## src/rtl/dmg_fb_arbiter.sv

```systemverilog
`timescale 1ns/1ps
// Frame-buffer SRAM arbiter: LCD byte prefetch with absolute priority, host port in spare slots.
// Optional host reads (host_we/host_rdata) are enabled by defining FB_HOST_READ_EN.
module dmg_fb_arbiter #(
  parameter int FB_W   = 160,
  parameter int FB_H   = 160,
  parameter int ADDR_W = 13
) (
  input  logic              clk_8m,
  input  logic              rst,
  input  logic [8:0]        xpos_in,
  input  logic [7:0]        ypos_in,
  output logic [1:0]        pix_out,
  input  logic              host_req,
  input  logic [ADDR_W-1:0] host_addr,
  input  logic [7:0]        host_wdata,
  output logic              host_ack,
`ifdef FB_HOST_READ_EN
  input  logic              host_we,
  output logic [7:0]        host_rdata,
`endif
  output logic [ADDR_W-1:0] mem_addr,
  output logic [7:0]        mem_wdata,
  output logic              mem_we,
  input  logic [7:0]        mem_rdata
);

  localparam int LINE_BYTES = FB_W / 4;
  localparam int FB_BYTES   = FB_H * LINE_BYTES;

  localparam logic [8:0] X_ACT  = 9'(FB_W);
  localparam logic [8:0] X_LAST = 9'(FB_W - 4);
  localparam logic [8:0] X_PRE  = 9'd508;
  localparam logic [7:0] Y_ACT  = 8'(FB_H);
  localparam logic [ADDR_W-1:0] A_END = ADDR_W'(FB_BYTES);

  typedef enum logic [1:0] {
    S_IDLE,
    S_DISP,
    S_HWR,
    S_HRD
  } st_e;

  st_e               st_q;
  logic [8:0]        xpos_q;
  logic [ADDR_W-1:0] mem_addr_q;
  logic [7:0]        mem_wdata_q;
  logic              mem_we_q;
  logic              ack_q;
  logic              cap_q;
  logic [7:0]        pre_q;
  logic [7:0]        cur_q;
  logic [1:0]        pix_q;

  logic              y_act;
  logic              new_x;
  logic              grp_first;
  logic              grp_next;
  logic              trig;
  logic              load;
  logic [ADDR_W-1:0] grp;
  logic [ADDR_W-1:0] fetch_addr;
  logic [7:0]        cur_d;
  logic [1:0]        pix_sel;
  logic [1:0]        pix_d;
  logic              host_oor;
  logic              host_busy;
  logic              host_go;

  // Deliberately not reset: it tracks xpos_in through reset so a
  // static position after release is never mistaken for a new pixel.
  always_ff @(posedge clk_8m) begin
    xpos_q <= xpos_in;
  end

  assign y_act     = ypos_in < Y_ACT;
  assign new_x     = (xpos_in != xpos_q) && y_act;
  assign grp_first = xpos_in == X_PRE;
  assign grp_next  = (xpos_in[1:0] == 2'b00)
                  && (xpos_in < X_LAST);
  assign trig      = new_x && (grp_first || grp_next);
  assign load      = new_x && (xpos_in[1:0] == 2'b00)
                  && (xpos_in < X_ACT);

  assign grp = grp_first ? '0
             : ADDR_W'(xpos_in[8:2]) + ADDR_W'(1);
  assign fetch_addr = ADDR_W'(ypos_in) * ADDR_W'(LINE_BYTES)
                    + grp;

  assign cur_d = load ? pre_q : cur_q;

  always_comb begin
    pix_sel = 2'b00;
    unique case (xpos_in[1:0])
      2'd0: pix_sel = cur_d[7:6];
      2'd1: pix_sel = cur_d[5:4];
      2'd2: pix_sel = cur_d[3:2];
      2'd3: pix_sel = cur_d[1:0];
    endcase
  end

  assign pix_d = ((xpos_in < X_ACT) && y_act) ? pix_sel : 2'b00;

  assign host_oor = host_addr >= A_END;
`ifdef FB_HOST_READ_EN
  logic oor_q;
  assign host_busy = ack_q || (st_q == S_HRD);
`else
  assign host_busy = ack_q;
`endif
  assign host_go = host_req && !host_busy;

  always_ff @(posedge clk_8m or posedge rst) begin
    if (rst) begin
      st_q        <= S_IDLE;
      mem_addr_q  <= '0;
      mem_wdata_q <= '0;
      mem_we_q    <= 1'b0;
      ack_q       <= 1'b0;
`ifdef FB_HOST_READ_EN
      oor_q       <= 1'b0;
`endif
    end else begin
      mem_we_q <= 1'b0;
      ack_q    <= 1'b0;
      if (trig) begin
        st_q       <= S_DISP;
        mem_addr_q <= fetch_addr;
      end
`ifdef FB_HOST_READ_EN
      else if (host_go && !host_we) begin
        st_q  <= S_HRD;
        oor_q <= host_oor;
        if (!host_oor) mem_addr_q <= host_addr;
      end
`endif
      else if (host_go) begin
        st_q        <= S_HWR;
        ack_q       <= 1'b1;
        mem_we_q    <= !host_oor;
        mem_wdata_q <= host_wdata;
        if (!host_oor) mem_addr_q <= host_addr;
      end else begin
        st_q <= S_IDLE;
      end
`ifdef FB_HOST_READ_EN
      if (st_q == S_HRD) ack_q <= 1'b1;
`endif
    end
  end

  always_ff @(posedge clk_8m or posedge rst) begin
    if (rst) begin
      cap_q <= 1'b0;
      pre_q <= '0;
      cur_q <= '0;
      pix_q <= '0;
    end else begin
      cap_q <= st_q == S_DISP;
      if (cap_q) pre_q <= mem_rdata;
      cur_q <= cur_d;
      pix_q <= pix_d;
    end
  end

`ifdef FB_HOST_READ_EN
  logic       rack_q;
  logic [7:0] rdata_q;
  logic [7:0] rdata_d;

  assign rdata_d = oor_q ? 8'h00 : mem_rdata;

  always_ff @(posedge clk_8m or posedge rst) begin
    if (rst) begin
      rack_q  <= 1'b0;
      rdata_q <= '0;
    end else begin
      rack_q <= st_q == S_HRD;
      if (rack_q) rdata_q <= rdata_d;
    end
  end

  assign host_rdata = rack_q ? rdata_d : rdata_q;
`endif

  assign pix_out   = pix_q;
  assign host_ack  = ack_q;
  assign mem_addr  = mem_addr_q;
  assign mem_wdata = mem_wdata_q;
  assign mem_we    = mem_we_q;

endmodule

```

## config.mk

```make
export PLATFORM = sky130hd
export DESIGN_NAME = dmg_fb_arbiter
export DESIGN_NICKNAME = d
export VERILOG_FILES = /design/src/rtl/dmg_fb_arbiter.sv
export SDC_FILE = /design/constraint.sdc
export NUM_CORES = 1
export LEC_CHECK = 0
export ABC_AREA = 1
export BUFFER_PORTS_ARGS = -buffer_cell sky130_fd_sc_hd__clkbuf_2
export CAP_MARGIN = 20
export CORE_ASPECT_RATIO = 1.2
export CORE_UTILIZATION = 35
export CTS_CLUSTER_SIZE = 40
export DETAILED_ROUTE_END_ITERATION = 7
export SLEW_MARGIN = 20
export SYNTH_ARGS = -nofsm -noshare
export SYNTH_HDL_FRONTEND = slang
export SYNTH_SLANG_ARGS = --single-unit
```

## constraint.sdc

```tcl
create_clock -name clk_8m -period 2.5 [get_ports clk_8m]
set_clock_uncertainty 0.1 [all_clocks]
set_input_delay 0.375 -clock clk_8m [delete_from_list [all_inputs] [get_ports clk_8m]]
set_output_delay 0.375 -clock clk_8m [all_outputs]
set_load 0.05 [all_outputs]
```

# Word level (Yosys, flattened, before mapping)
# Cells that the tools add are included.
# totals
regBits	53
output_inout_bits	25
inputBits	49
# op_classes
bitwise	1
n_mul	1
n_mux	13
order_cmp	4
add_sub_neg	2
n_eq_ne	7
reduce_logical	14
# ops
cell	n
two-way mux 13 bit	3
< comparator 9 x 8 -> 1 bit, second input constant	2
two-way mux 8 bit	2
adder 13 x 8 -> 13 bit	1
greater-or-equal comparator 13 bit, second input constant	1
multiplier 8 x 3 -> 10 bit, second input constant	1
equality test 9 bit, second input constant	1
inequality test 9 bit	1
adder 7 x 1 -> 8 bit, second input constant	1
< comparator 8 bit, second input constant	1
case mux 2 bit (4 select lines)	1
logical AND 1 bit	7
two-way mux 2 bit	3
equality test 2 x 1 -> 1 bit, second input constant	2
equality test 2 bit, second input constant	2
two-way mux 1 bit	4
AND reduction 2 bit	2
logical NOT 1 bit	2
logical NOT 2 bit	1
inequality test 2 bit, second input constant	1
nonzero test 2 bit	1
logical OR 1 bit	1
NOT 1 bit	1

# Logic depth before layout (Yosys ltp)
# depth
word_depth	7
depth_mapped	17
mapped_depth_nobuf	17

# Worst setup path before layout
# Ideal clock, no wire load.
# synth_path
kind	input-to-reg
from	in ypos_in[1]
to	reg mem_addr_q[12] (netlist: mem_addr[12])
cell_stages	13
path_slack_ns	-0.109
arrival_ns	2.392
path_buffers	0
t_required_ns	2.284
path_cell_list	ha_1 -> ha_1 -> fa_1 -> ha_1 -> inv_1 -> nor3_1 -> nand2_1 -> nand2_1 -> nand3_1 -> nor2_1 -> nand3_1 -> nand3_1 -> nand2_1
# synth_via
elab_chain_cells	5
# synth_rtl
element	line_no	rtl
start, declared	12	input logic [7:0] ypos_in,
branches (longest 5 deep; another with adder 13 x 8 -> 13 bit)	n/a	
end signal, assigned	128	mem_addr_q <= fetch_addr;
end signal, assigned	142	if (!host_oor) mem_addr_q <= host_addr;
end, declared	46	logic [ADDR_W-1:0] mem_addr_q;
# Parallel ways; which one is timed is not known.
# A chain may end at the register's enable or synchronous reset.

# Final worst setup path
# Ends and elaborated chain as after synthesis.

==> results.md <==
- Combined flip-flop and latch cell area: 1260 um^2
- Bufs and invs on worst path: 2
- Delay of the slowest cell on the worst path: roughly 0.48 ns
- Num ports: 74
- Post-route cell area: 3800 um^2
- Placed wire-length estimate: 5370 um
- Master cell of the clock root buffer: sky130_fd_sc_hd__clkbuf_8
- Total DRC errors in the routed layout: 0
- Worst Path Arrival: 2.43 ns
- EDFF count, synth: 0
- Port Buffer Count: 73
- Syn Inst Count: around 380
- Routed Antenna Nets: 0
- Total number of yosys warnings: 0
- Total routing resource utilization after global routing: 0.166
- Area of the die: 8830 um^2
- Y dimension of the die: approximately 100 um
- CTS Buf Count: 5
- Standby leakage power: 0.00210 uW
- Top achievable clock speed: 429 MHz
- Remaining Overflow, GRT: 0
- Wire length per cell after detailed routing: 11.1 um
- Initial cell density of the core: 0.363
- Cell count of the worst reg-to-reg path: 11
- Number of sinks driven by the clock tree: 52
- Post-synthesis average cell area: between 7 and 8 um^2
- Area of the placeable core: approximately 8200 um^2
- Setup repair after global routing missed its margin: false
- Overall die width: 86.0 um
- Dominant delay contributor by cell family on the critical path: adder cells
- CP Data Required Time: 2.60 ns
- Via/cell ratio: 4.43
- Vias in the first global route: approximately 2,600
- Total of endpoints with negative setup slack in the final report: 0
- Maximum number of pins on one net before global-route repair: 44
- First-pass detailed-route iteration total: 4
- Clock transition at the registers of the reported paths: 0.09 ns
- Insertion delay of the later-clocked pin in the worst-skew pair: 0.31 ns
- Worst reg2reg endpoint: mem_addr[12]
- Post-cts hold buffer count: 0
- Number of antenna diodes: 0
- Setup WS post-layout: 0.170 ns
- CP Launch Type: input pin
- Number of antenna violations at the first check in global routing: 0
- Type of the tightest min-delay check: in -> async
- Filler Cells Inserted: 838
- Number of nets in the synthesized netlist: between 400 and 500
- P per Cell Area: 660 nW/um^2
- Highest net fanout along the worst path: 4
- Final Max Tran Viols: 0
- Cell chain of the critical path: clkbuf_2, ha_4, ha_2, fa_1, ha_4, inv_2, nor3_2, nand2_1, nand2_1, nand3_1, nor2_2, nand3_1, nand3_1, nand2_1
- Kind of critical path: in -> reg
- Slew at the pin with the worst max-slew slack: around 0.54 ns
- Worst slew margin relative to its limit: 0.638
- Combined area of the multi-input logic cells: approximately 1500 um^2
- Gpl congestion: 0.865
- Maximum vdd drop: 0.000258 V
- Standard-cell rows: 36
- Netlist area before placement: 2960 um^2
- Share of flip-flops with an asynchronous set or reset: 0.827
- Synthesis-to-finish area growth: 28.4%
- Final Routed Wirelength: approximately 6600 um
- Post-synth cell types: 29
- TritonCTS clock tree: done
- Maximum level of the CTS H-tree: 2
- Shortest period the worst path allows: 2.33 ns
- Final period utilization: 0.932
- Longest Clk Path Bufs: 2
- Placed cell areas: around 3700 um^2
- Sequential fraction of the synthesis area: 0.424
- Kind of capture point of the worst setup path: register
- Final number of hold-violating endpoints: 0
- Flop2flop setup slack: 0.77 ns
- Number of flip-flops and latches in the synthesized netlist: 52
- Post-route worst hold slack: 0.0617 ns
- Setup Slack @ Placement: -0.217 ns
- Outcome: finished, final reports clean
- Layout net count: 553
- Number of buffers inserted to repair setup after CTS: 0
- Total via count in the routed design: ~2,700
- Cell with the largest stage delay on the worst path: sky130_fd_sc_hd__fa_1
- Number of DRC markers in iteration 0: 72
- Reg-to-reg critical path startpoint: xpos_q[4]
- First-pass GRT wire length: roughly 11,000 um
- Most frequently used flop master after synthesis: sky130_fd_sc_hd__dfrtp_1
- Share of cells above drive strength 1: 0.272
- Number of violations of the max-capacitance limit: 0
==> cell families after synthesis <==
kind of cell               count (synthesis)  synth area share
adders and majority gates                 20            0.0896
DFF                                       52             0.424
xor gates and xnor gates                  13            0.0385
and+or+nand+nor                          208             0.315
AOI/OAI and AO/OA                         28            0.0516
buffers and inverters                     56            0.0811
==> repair_timing <==
action	CTS	global route
endpoints found under the hold margin	0	0
gates resized for setup	0	1
endpoints found under the setup margin	0	3
==> power breakdown <==
| part | internal (uW) | total, uW | switching [uW] |
|---|---|---|---|
| clock network | 297 | 573 | 275 |
| registers | 992 | 1050 | 62.3 |
| logic | 290 | 884 | 594 |
==> per-stage QoR <==
stage / cells / power, uW / TNS, ns / utilization
global placement: 591 / 1940 / -0.403 / 0.453
finish: 599 / 2510 / 0 / 0.466
global route: 599 / 2700 / 0 / 0.466
CTS: 599 / 2550 / 0 / 0.466
detailed placement: 591 / 1960 / -0.595 / 0.453
floorplan: 377 / 1690 / 0 / -
==> placed cells by master (no fill, tap or decap), types with 3 or more instances in the layout <==
cell / n
sky130_fd_sc_hd__dfxtp_1: 9
sky130_fd_sc_hd__clkbuf_2: 73
sky130_fd_sc_hd__clkbuf_8: 5
sky130_fd_sc_hd__nand3_1: 44
sky130_fd_sc_hd__buf_4: 32
sky130_fd_sc_hd__inv_2: 6
sky130_fd_sc_hd__xnor2_1: 3
sky130_fd_sc_hd__xor2_1: 10
sky130_fd_sc_hd__and2_1: 6
sky130_fd_sc_hd__nand2_1: 123
sky130_fd_sc_hd__nand2_2: 3
sky130_fd_sc_hd__nor2_1: 18
sky130_fd_sc_hd__o211ai_1: 3
sky130_fd_sc_hd__a21oi_1: 8
sky130_fd_sc_hd__ha_1: 15
sky130_fd_sc_hd__inv_1: 44
sky130_fd_sc_hd__o21ai_0: 14
sky130_fd_sc_hd__dfrtp_1: 43
==> state kept, by name, summed over array words and instances, names as in the netlist <==
| signal | flops |
|---|---|
| mem_addr | 13 |
| st_q | 1 |
| mem_we | 1 |
| cur_q | 8 |
| host_ack | 1 |
| mem_wdata | 8 |
| xpos_q | 9 |
| cap_q | 1 |
| pre_q | 8 |
| pix_out | 2 |
==> cell usage after synthesis, drive strengths merged, types with 3 or more instances <==
library cell,number,area share
inv,51,0.065
nor2,20,0.028
xnor2,3,0.0089
nand3,46,0.086
nand2,127,0.17
o21ai,14,0.024
dfxtp,9,0.061
dfrtp,43,0.36
ha,18,0.076
nor3,4,0.0085
o211ai,3,0.0076
a21oi,8,0.014
xor2,10,0.030
and2,6,0.013
buf,4,0.015
==> area by class of cell <==
type,count,area share
multi-input combinational,269,0.394
clock buffer,6,0.0191
inverter,51,0.0503
tap,114,0.0375
timing repair buffer,105,0.159
sequential,52,0.330
clock inverter,2,0.00921
==> how the worst max path moves through the flow <==
stage | slack (ns) | end | startpoint | depth (start not counted)
2_1_floorplan | 0.03 | mem_addr[12] | ypos_in[1] | 13
3_3_place_gp | -0.15 | mem_addr[12] | ypos_in[1] | 14
3_5_place_dp | -0.22 | mem_addr[12] | ypos_in[1] | 14
4_1_cts | 0.12 | mem_addr[12] | ypos_in[1] | 14
5_1_grt | 0.02 | mem_addr[8] | ypos_in[1] | 14
6_report | 0.17 | mem_addr[12] | ypos_in[1] | 14
==> layer usage <==
layer,vias to the layer above,part of all wire,global-route usage
li1,1406,-,-
met3,7,0.035,0.0336
met4,0,0.015,0.0603
met2,49,0.49,0.287
met1,1189,0.46,0.206
met5,-,0,0
==> worst reg2reg max path, cell delays in order, from the launching register on <==
cell                      delay [ns]
sky130_fd_sc_hd__dfxtp_1        0.32
sky130_fd_sc_hd__xnor2_1        0.15
sky130_fd_sc_hd__nand2_1        0.07
sky130_fd_sc_hd__nor2_1         0.18
sky130_fd_sc_hd__nand3_4        0.16
sky130_fd_sc_hd__nand3_4        0.18
sky130_fd_sc_hd__nand2_2        0.07
sky130_fd_sc_hd__inv_2          0.21
sky130_fd_sc_hd__nand2_1        0.09
sky130_fd_sc_hd__nand2_1        0.07
sky130_fd_sc_hd__inv_1          0.04
sky130_fd_sc_hd__nand2_1        0.04
Note: power is estimated with default switching activity, not from simulation.
